$ cat src/rtl/rc6_img_ctrl.sv
// rc6_img_ctrl: frame sequencer for rc6_core (key setup, block streaming, watchdog).
// Build option: define RC6_CTRL_CBC_EN for CBC chaining; the default build is ECB.
module rc6_img_ctrl #(
    parameter int BLK_W   = 16,
    parameter int TIMEOUT = 255
) (
    input  logic               i_clk,
    input  logic               i_rst,
    input  logic               i_start,
    input  logic               i_mode,
    input  logic [127:0]       i_key,
    input  logic [127:0]       i_iv,
    input  logic [BLK_W-1:0]   i_nblk,
    input  logic [127:0]       s_data,
    input  logic               s_valid,
    output logic               s_ready,
    output logic [127:0]       m_data,
    output logic               m_valid,
    input  logic               m_ready,
    output logic               o_core_flag,
    output logic [127:0]       o_core_key,
    output logic               o_core_key_en,
    input  logic               i_core_key_ok,
    output logic [127:0]       o_core_din,
    output logic               o_core_din_en,
    input  logic [127:0]       i_core_dout,
    input  logic               i_core_dout_en,
    output logic               o_busy,
    output logic               o_done,
    output logic               o_err
);

    // state    | meaning
    // IDLE     | wait for start      KEY_REQ  | key_en pulse     KEY_WAIT | wait key_ok rise
    // FEED     | accept input block  WAIT     | wait core result OUT      | present result
    // DONE     | one-cycle done pulse
    typedef enum logic [2:0] {
        S_IDLE, S_KEY_REQ, S_KEY_WAIT, S_FEED, S_WAIT, S_OUT, S_DONE
    } state_t;

    localparam int WD_W = 16;
    localparam logic [WD_W-1:0] WD_LOAD = WD_W'(TIMEOUT - 1);

    state_t             state_q, state_d;
    logic               mode_q, mode_d;
    logic [127:0]       key_q, key_d;
    logic [BLK_W-1:0]   nblk_q, nblk_d;
    logic [BLK_W-1:0]   cnt_q, cnt_d, cnt_inc;
    logic [WD_W-1:0]    wd_q, wd_d;
    logic               key_ok_q;
    logic [127:0]       din_q, din_d;
    logic               din_en_q, din_en_d;
    logic [127:0]       mdata_q, mdata_d;
    logic               err_q, err_d;
    logic               key_ok_rise;
    logic [127:0]       din_mix, res_mix;

`ifdef RC6_CTRL_CBC_EN
    logic [127:0] chain_q, chain_d;

    assign din_mix = mode_q ? (s_data ^ chain_q) : s_data;
    assign res_mix = mode_q ? i_core_dout : (i_core_dout ^ chain_q);

    // Decrypt chains on the ciphertext, which is still held in din_q.
    always_comb begin
        chain_d = chain_q;
        if (state_q == S_IDLE && i_start) begin
            chain_d = i_iv;
        end else if (state_q == S_WAIT && i_core_dout_en) begin
            chain_d = mode_q ? i_core_dout : din_q;
        end
    end

    always_ff @(posedge i_clk) begin
        if (i_rst) begin
            chain_q <= '0;
        end else begin
            chain_q <= chain_d;
        end
    end
`else
    logic unused_iv;
    assign unused_iv = ^i_iv;
    assign din_mix   = s_data;
    assign res_mix   = i_core_dout;
`endif

    assign key_ok_rise = i_core_key_ok & ~key_ok_q;
    assign cnt_inc     = cnt_q + BLK_W'(1);

    always_comb begin
        state_d  = state_q;
        mode_d   = mode_q;
        key_d    = key_q;
        nblk_d   = nblk_q;
        cnt_d    = cnt_q;
        wd_d     = wd_q;
        din_d    = din_q;
        din_en_d = 1'b0;
        mdata_d  = mdata_q;
        err_d    = err_q;

        s_ready       = (state_q == S_FEED);
        m_valid       = (state_q == S_OUT);
        o_core_key_en = (state_q == S_KEY_REQ);
        o_busy        = (state_q != S_IDLE);
        o_done        = (state_q == S_DONE);

        case (state_q)
            S_IDLE: begin
                if (i_start) begin
                    mode_d  = i_mode;
                    key_d   = i_key;
                    nblk_d  = i_nblk;
                    cnt_d   = '0;
                    err_d   = 1'b0;
                    state_d = S_KEY_REQ;
                end
            end
            S_KEY_REQ: begin
                wd_d    = WD_LOAD;
                state_d = S_KEY_WAIT;
            end
            S_KEY_WAIT: begin
                if (key_ok_rise) begin
                    state_d = (nblk_q == '0) ? S_DONE : S_FEED;
                end else if (wd_q == '0) begin
                    err_d   = 1'b1;
                    state_d = S_DONE;
                end else begin
                    wd_d = wd_q - WD_W'(1);
                end
            end
            S_FEED: begin
                if (s_valid) begin
                    din_d    = din_mix;
                    din_en_d = 1'b1;
                    wd_d     = WD_LOAD;
                    state_d  = S_WAIT;
                end
            end
            S_WAIT: begin
                if (i_core_dout_en) begin
                    mdata_d = res_mix;
                    state_d = S_OUT;
                end else if (wd_q == '0) begin
                    err_d   = 1'b1;
                    state_d = S_DONE;
                end else begin
                    wd_d = wd_q - WD_W'(1);
                end
            end
            S_OUT: begin
                if (m_ready) begin
                    cnt_d   = cnt_inc;
                    state_d = (cnt_inc == nblk_q) ? S_DONE : S_FEED;
                end
            end
            S_DONE: begin
                state_d = S_IDLE;
            end
            default: begin
                state_d = S_IDLE;
            end
        endcase
    end

    always_ff @(posedge i_clk) begin
        if (i_rst) begin
            state_q  <= S_IDLE;
            mode_q   <= 1'b0;
            key_q    <= '0;
            nblk_q   <= '0;
            cnt_q    <= '0;
            wd_q     <= '0;
            key_ok_q <= 1'b0;
            din_q    <= '0;
            din_en_q <= 1'b0;
            mdata_q  <= '0;
            err_q    <= 1'b0;
        end else begin
            state_q  <= state_d;
            mode_q   <= mode_d;
            key_q    <= key_d;
            nblk_q   <= nblk_d;
            cnt_q    <= cnt_d;
            wd_q     <= wd_d;
            key_ok_q <= i_core_key_ok;
            din_q    <= din_d;
            din_en_q <= din_en_d;
            mdata_q  <= mdata_d;
            err_q    <= err_d;
        end
    end

    assign m_data        = mdata_q;
    assign o_core_flag   = mode_q;
    assign o_core_key    = key_q;
    assign o_core_din    = din_q;
    assign o_core_din_en = din_en_q;
    assign o_err         = err_q;

endmodule

$ cat config.mk
export PLATFORM = sky130hd
export DESIGN_NAME = rc6_img_ctrl
export DESIGN_NICKNAME = d
export VERILOG_FILES = /design/src/rtl/rc6_img_ctrl.sv
export SDC_FILE = /design/constraint.sdc
export NUM_CORES = 1
export LEC_CHECK = 0
export BUFFER_PORTS_ARGS = -buffer_cell sky130_fd_sc_hd__buf_2
export CORE_AREA = 2 2 364 366
export CTS_BUF_LIST = sky130_fd_sc_hd__clkbuf_8
export DETAILED_ROUTE_END_ITERATION = 8
export DIE_AREA = 0 0 366 368
export SLEW_MARGIN = 15
export SYNTH_ARGS = -nofsm -noshare
export SYNTH_HDL_FRONTEND = slang
export SYNTH_SLANG_ARGS = --single-unit
export TNS_END_PERCENT = 20
$ cat constraint.sdc
create_clock -name i_clk -period 2.61 [get_ports i_clk]
set_input_delay 0.522 -clock i_clk [delete_from_list [all_inputs] [get_ports i_clk]]
set_output_delay 0.522 -clock i_clk [all_outputs]
set_load 0.03 [all_outputs]
# Word level (Yosys, flattened, before mapping)
# Cells that the tools add are included.
[totals] regBits=439 word_cells=66
[classes] add_sub_neg=2 eq_ne=12 mux=23 bitwise=3 reduce_logical=15
[op_table] operator="16-bit 2-to-1 mux" count=6
[op_table] operator="16-bit one-hot mux with 4 select lines" count=1
[op_table] operator="16-bit zero test" count=2
[op_table] operator="16-bit one-hot mux with 2 select lines" count=1
[op_table] operator="3-bit 2-to-1 mux" count=8
[op_table] operator="3-bit one-hot mux with 6 select lines" count=1
[op_table] operator="16-bit by 1-bit adder with 16-bit output (second input constant)" count=1
[op_table] operator="16-bit == test" count=1
[op_table] operator="16-bit by 1-bit subtractor with 16-bit output (second input constant)" count=1
[op_table] operator="3-bit == test (second input constant)" count=3
[op_table] operator="2-bit inequality test (second input constant)" count=4
[op_table] operator="4-bit AND reduction" count=2
[op_table] operator="3-bit by 2-bit == test with 1-bit output (second input constant)" count=2
[op_table] operator="2-bit AND reduction" count=3
[op_table] operator="3-bit AND reduction" count=2
[op_table] operator="3-bit nonzero test" count=2
[op_table] operator="1-bit 2-to-1 mux" count=5
[op_table] operator="4-bit nonzero test" count=1
[op_table] operator="3-bit by 1-bit == test with 1-bit output (second input constant)" count=1
[op_table] operator="3-bit zero test" count=1
[op_table] operator="1-bit one-hot mux with 3 select lines" count=1
[op_table] operator="2-bit by 1-bit inequality test with 1-bit output (second input constant)" count=1
[op_table] operator="1-bit NOT" count=2
[op_table] operator="2-bit nonzero test" count=1
[op_table] operator="other kinds (2)" count=2

# Logic depth before layout (Yosys ltp)
[depth] ltp_word=5 mapped_depth=8

# Worst setup path before layout
# No wires, ideal clock.
[synth_timing] path_kind="reg2reg" start="register state_q[2]" end="register din_q[108] (netlist: o_core_din[108])" setup_time_ns=0.132 arrival_time_ns=1.809 setup_slack_ns=0.669 path_stages_with_launch=9 path_buffers=3 period_less_slack_ns=1.941 cell_sequence="dfxtp_1 -> clkbuf_1 -> nand2b_1 -> nor2_1 -> nand2_1 -> clkbuf_1 -> clkbuf_1 -> nand2_1 -> a21oi_1"
[synth_via] elab_chain_len=2
[synth_rtl] item="start, declared" line="44" text="state_t state_q, state_d;"
[synth_rtl] item="start signal, assigned" line="182" text="state_q <= state_d;"
[synth_rtl] item="3-bit by 2-bit == test with 1-bit output"
[synth_rtl] item="net s_ready" line="16" text="output logic s_ready,"
[synth_rtl] item="2-bit AND reduction (no line)"
[synth_rtl] item="end signal, assigned" line="189" text="din_q <= din_d;"
[synth_rtl] item="end, declared" line="51" text="logic [127:0] din_q, din_d;"
# The timed path passes the listed nets, and every way through them passes these cells.
# A chain may end at the register's enable or synchronous reset.

# Worst setup path in the final report
[layout_timing] start="register state_q[0]" end="output port o_core_key_en"
[layout_via] elab_chain_len=1
[layout_rtl] item="3-bit by 1-bit == test with 1-bit output" line="105" text="o_core_key_en = (state_q == S_KEY_REQ);"
[layout_rtl] item="end, declared" line="22" text="output logic o_core_key_en,"
# Every way passes these cells.

==> summary.txt <==
Layout
  – P&R area growth vs syn: 73.45%
  – Post-route cell area: 0.02793 mm2
  – Most common cell after layout, fill and taps aside: nand2_1
  – Most frequent cells in the layout: nand2_1 (818), buf_2 (796), dfxtp_1 (437)
  – Share of cells above drive strength 1: 0.3032
  – Nets@finish: 3,762

Timing
  – Setup Viol. Count Final: 0
  – Fin crit share: 0.9246
  – RSZ-0062 raised after global routing: no
  – Worst-margin pin slew: around 0.78 ns
  – Slew Limit Fails: 0
  – Fin crit period: 2.413 ns
  – Final Hold Fails: 0
  – Setup WS post-layout: 0.1967 ns
  – Rel. slew slack: 0.4776
  – Max Clock Freq: 0.4144 GHz
  – Setup skew after layout: 0.02791 ns

Logic synthesis
  – Number of synthesized flops with an enable pin: 0
  – Register bit total from synthesis: 439
  – Yosys warning total: 0
  – Seq/Total Area, Yosys: 0.5459
  – Top FF cell, synth: dfxtp_1
  – Cell taking the most area after synthesis: dfxtp_1
  – Cell Area, Synth: 0.01610 mm2
  – Largest family of logic cells by synthesized area: simple AND/OR/NAND/NOR gates
  – Post-synthesis adder-cell area fraction: 0.001554
  – Yosys cell types: 56
  – Simple-gate area share of the yosys netlist: 0.2424
  – Synth Area in Compound Gates: 0.1515
  – Async SR Flop Fraction: 0
  – Top cells by area, synth: dfxtp_1 (55%), nand2_1 (19%), a21oi_1 (13%)
  – Portion of netlist area occupied by mux cells: 0.0006217
  – Syn_area_per_cell: 7.804 um2
  – Syn nets: 2,601
  – Xor/xnor share of the synthesized area: 0.01904
  – Cells after Synth: 2,063
  – Synth top area share: 0.5459

CTS
  – Clk pin slew, worst setup/hold paths: 0.06 ns
  – Clock tree buffer depth: 3
  – Post-CTS Setup Bufs: 0
  – Clk Latency, worst-skew pair: 0.74 ns
  – CTS tree: built
  – H-tree depth: 3
  – CTS Buf Count: 84
  – Clock root buffer: clkbuf_8
  – Clk sinks: 439

Power
  – Total chip power: around 21 mW
  – Cell internal pwr: 13.44 mW
  – Clock power frac: 0.337
  – Logic pwr share: 0.291
  – Max rail drop VDD: between 0.5 and 0.6 mV
  – Sw frac: 0.3696
  – Pwr Density: 763.7 mW/mm2
  – Leakage power: 11.80 nW
  – Psw: 7.883 mW
  – Sequential share of power: 0.372

Worst setup path
  – FF-to-FF End: state_q[2]
  – CP Data Required Time: 2.09 ns
  – R2r setup slk: 0.30 ns
  – Critical Path AT: 1.89 ns
  – WS Path Type: reg -> out
  – CP Max Fanout: 14
  – Reg2reg path depth: 7
  – Critical register-to-register path startpoint: cnt_q[0]
  – Crit path launch type: flip-flop
  – End of the critical path: o_core_key_en
  – Crit. End Element: output pin
  – Critical Path Source: state_q[0]

Die
  – Area of the die: ~0.13 mm2
  – Chip Width: 366 um
  – Starting density of the core: 0.1231
  – IO Pins: 928
  – Rows: 133
  – Core area: 0.1308 mm2
  – Die extent in y: 368 um

Global routing
  – GRT Residual Overflow: 0
  – Largest net degree at the start of global routing: 110
  – Global-route wire length before repair: roughly 120,000 um
  – Initial antenna violation count: 27
  – Vias in the first global route: 18,570
  – Total track usage: 0.1227

Route
  – Drt initial violations: 954
  – Final wirelength: 86,160 um
  – DRC viols: 0
  – Post-DR wirelength/cell: roughly 17 um
  – Vias: around 19,000
  – DRT Pass-1 Iters: 5
  – Via density: 3.726
  – Antenna-violating nets left: 0

Placement
  – Port buffer count: 799
  – RePlAce Congestion: 0.8796
  – Post-Place Cell Area: 0.02231 mm2
  – Placed wire-length estimate: 64,020 um
  – Worst slack, placed: between 0.3 and 0.4 ns

Hold path
  – Hold Crit Class: in -> reg
  – Hold Crit Start: i_core_dout[19]

Outcome
  – Outcome: finished clean

Run
  – Max_cap viols: 0
worst min-delay path by stage:
stage                                  to  slack [ns]  depth (start not counted)
final                          m_data[19]        0.14                          3
after global placement    o_core_din[109]        0.44                          2
after global routing           m_data[19]        0.04                          3
after floorplan                 nblk_q[6]        0.46                          2
after detailed placement       m_data[57]        0.44                          2
after CTS                 o_core_key[112]        0.02                          3
cells in the mapped netlist, types with 8 or more instances:
cell,instances
nand3_1,12
dfxtp_1,439
nand2_1,820
nor2_1,41
a21oi_1,428
clkbuf_1,131
o21ai_1,8
xor2_1,19
xnor2_1,16
nor4_1,8
nand4_1,9
buf_2,17
repair_timing:
item | in CTS | in global routing
endpoints found under the hold margin | 382 | 0
setup endpoints to repair | 3 | 2
hold buffers | 382 | 0
gates resized for setup | 4 | 3
power groups by stage:
stage	clock network, mW	logic, mW	registers [mW]
2_1_floorplan	0	2.43	9.13
3_3_place_gp	0	5.75	8.03
3_5_place_dp	0	5.77	8.06
4_1_cts	7.52	6.27	7.92
5_1_grt	7.79	6.73	8.02
6_report	7.18	6.22	7.93
final cells by class:
type / count / area (um2)
clock buffers: 103 / 1418
multi-input cells: 1464 / 6733
repair buffers: 1228 / 8403
flip-flops and latches: 439 / 8791
inverters: 7 / 26.28
clock inverters: 44 / 314.1
diodes: 18 / 45.04
well taps: 1755 / 2196
fillers: 14390 / 102900
stage by stage:
stage                TNS, ns  utilization  hold WS (ns)  std cells
global route               0       0.2134       0.04391       5051
CTS                 -0.05362       0.2131       0.01621       5040
finish                     0       0.2135        0.1351       5058
floorplan                  0            -        0.4605       2063
detailed placement         0       0.1706        0.4430       4511
global placement           0       0.1706        0.4357       4511
sequential cells by signal, indices dropped and copies added (netlist names):
name and count:
o_core_flag 1, cnt_q 16, o_err 1, o_core_key 128
o_core_din 128, nblk_q 16, m_data 128, o_core_din_en 1
state_q 3, wd_q 16, key_ok_q 1
critical path, stage by stage, from the launching register on:
cell and delay, ns:
dfxtp_1 0.35, buf_4 0.21, nand2b_1 0.09, nor2_1 0.25, buf_4 0.25
cell families (layout without fill, tap and decap cells):
group	after synthesis	after routing
simple gates	957	957
compound gates	469	469
flops	439	439
buf+inv	160	1382
xor+xnor	35	35
fa+ha+maj	2	2
mux	1	1
other cells	0	18
layer usage:
layer / wire [um] / track usage / vias up
met4: 3597 / 0.05817 / 8
met3: 10460 / 0.06482 / 191
met5: 56 / 0 / -
li1: - / - / 9090
met2: 38990 / 0.1961 / 833
met1: 33060 / 0.1331 / 8726
Power figures use the tool's default switching activity.
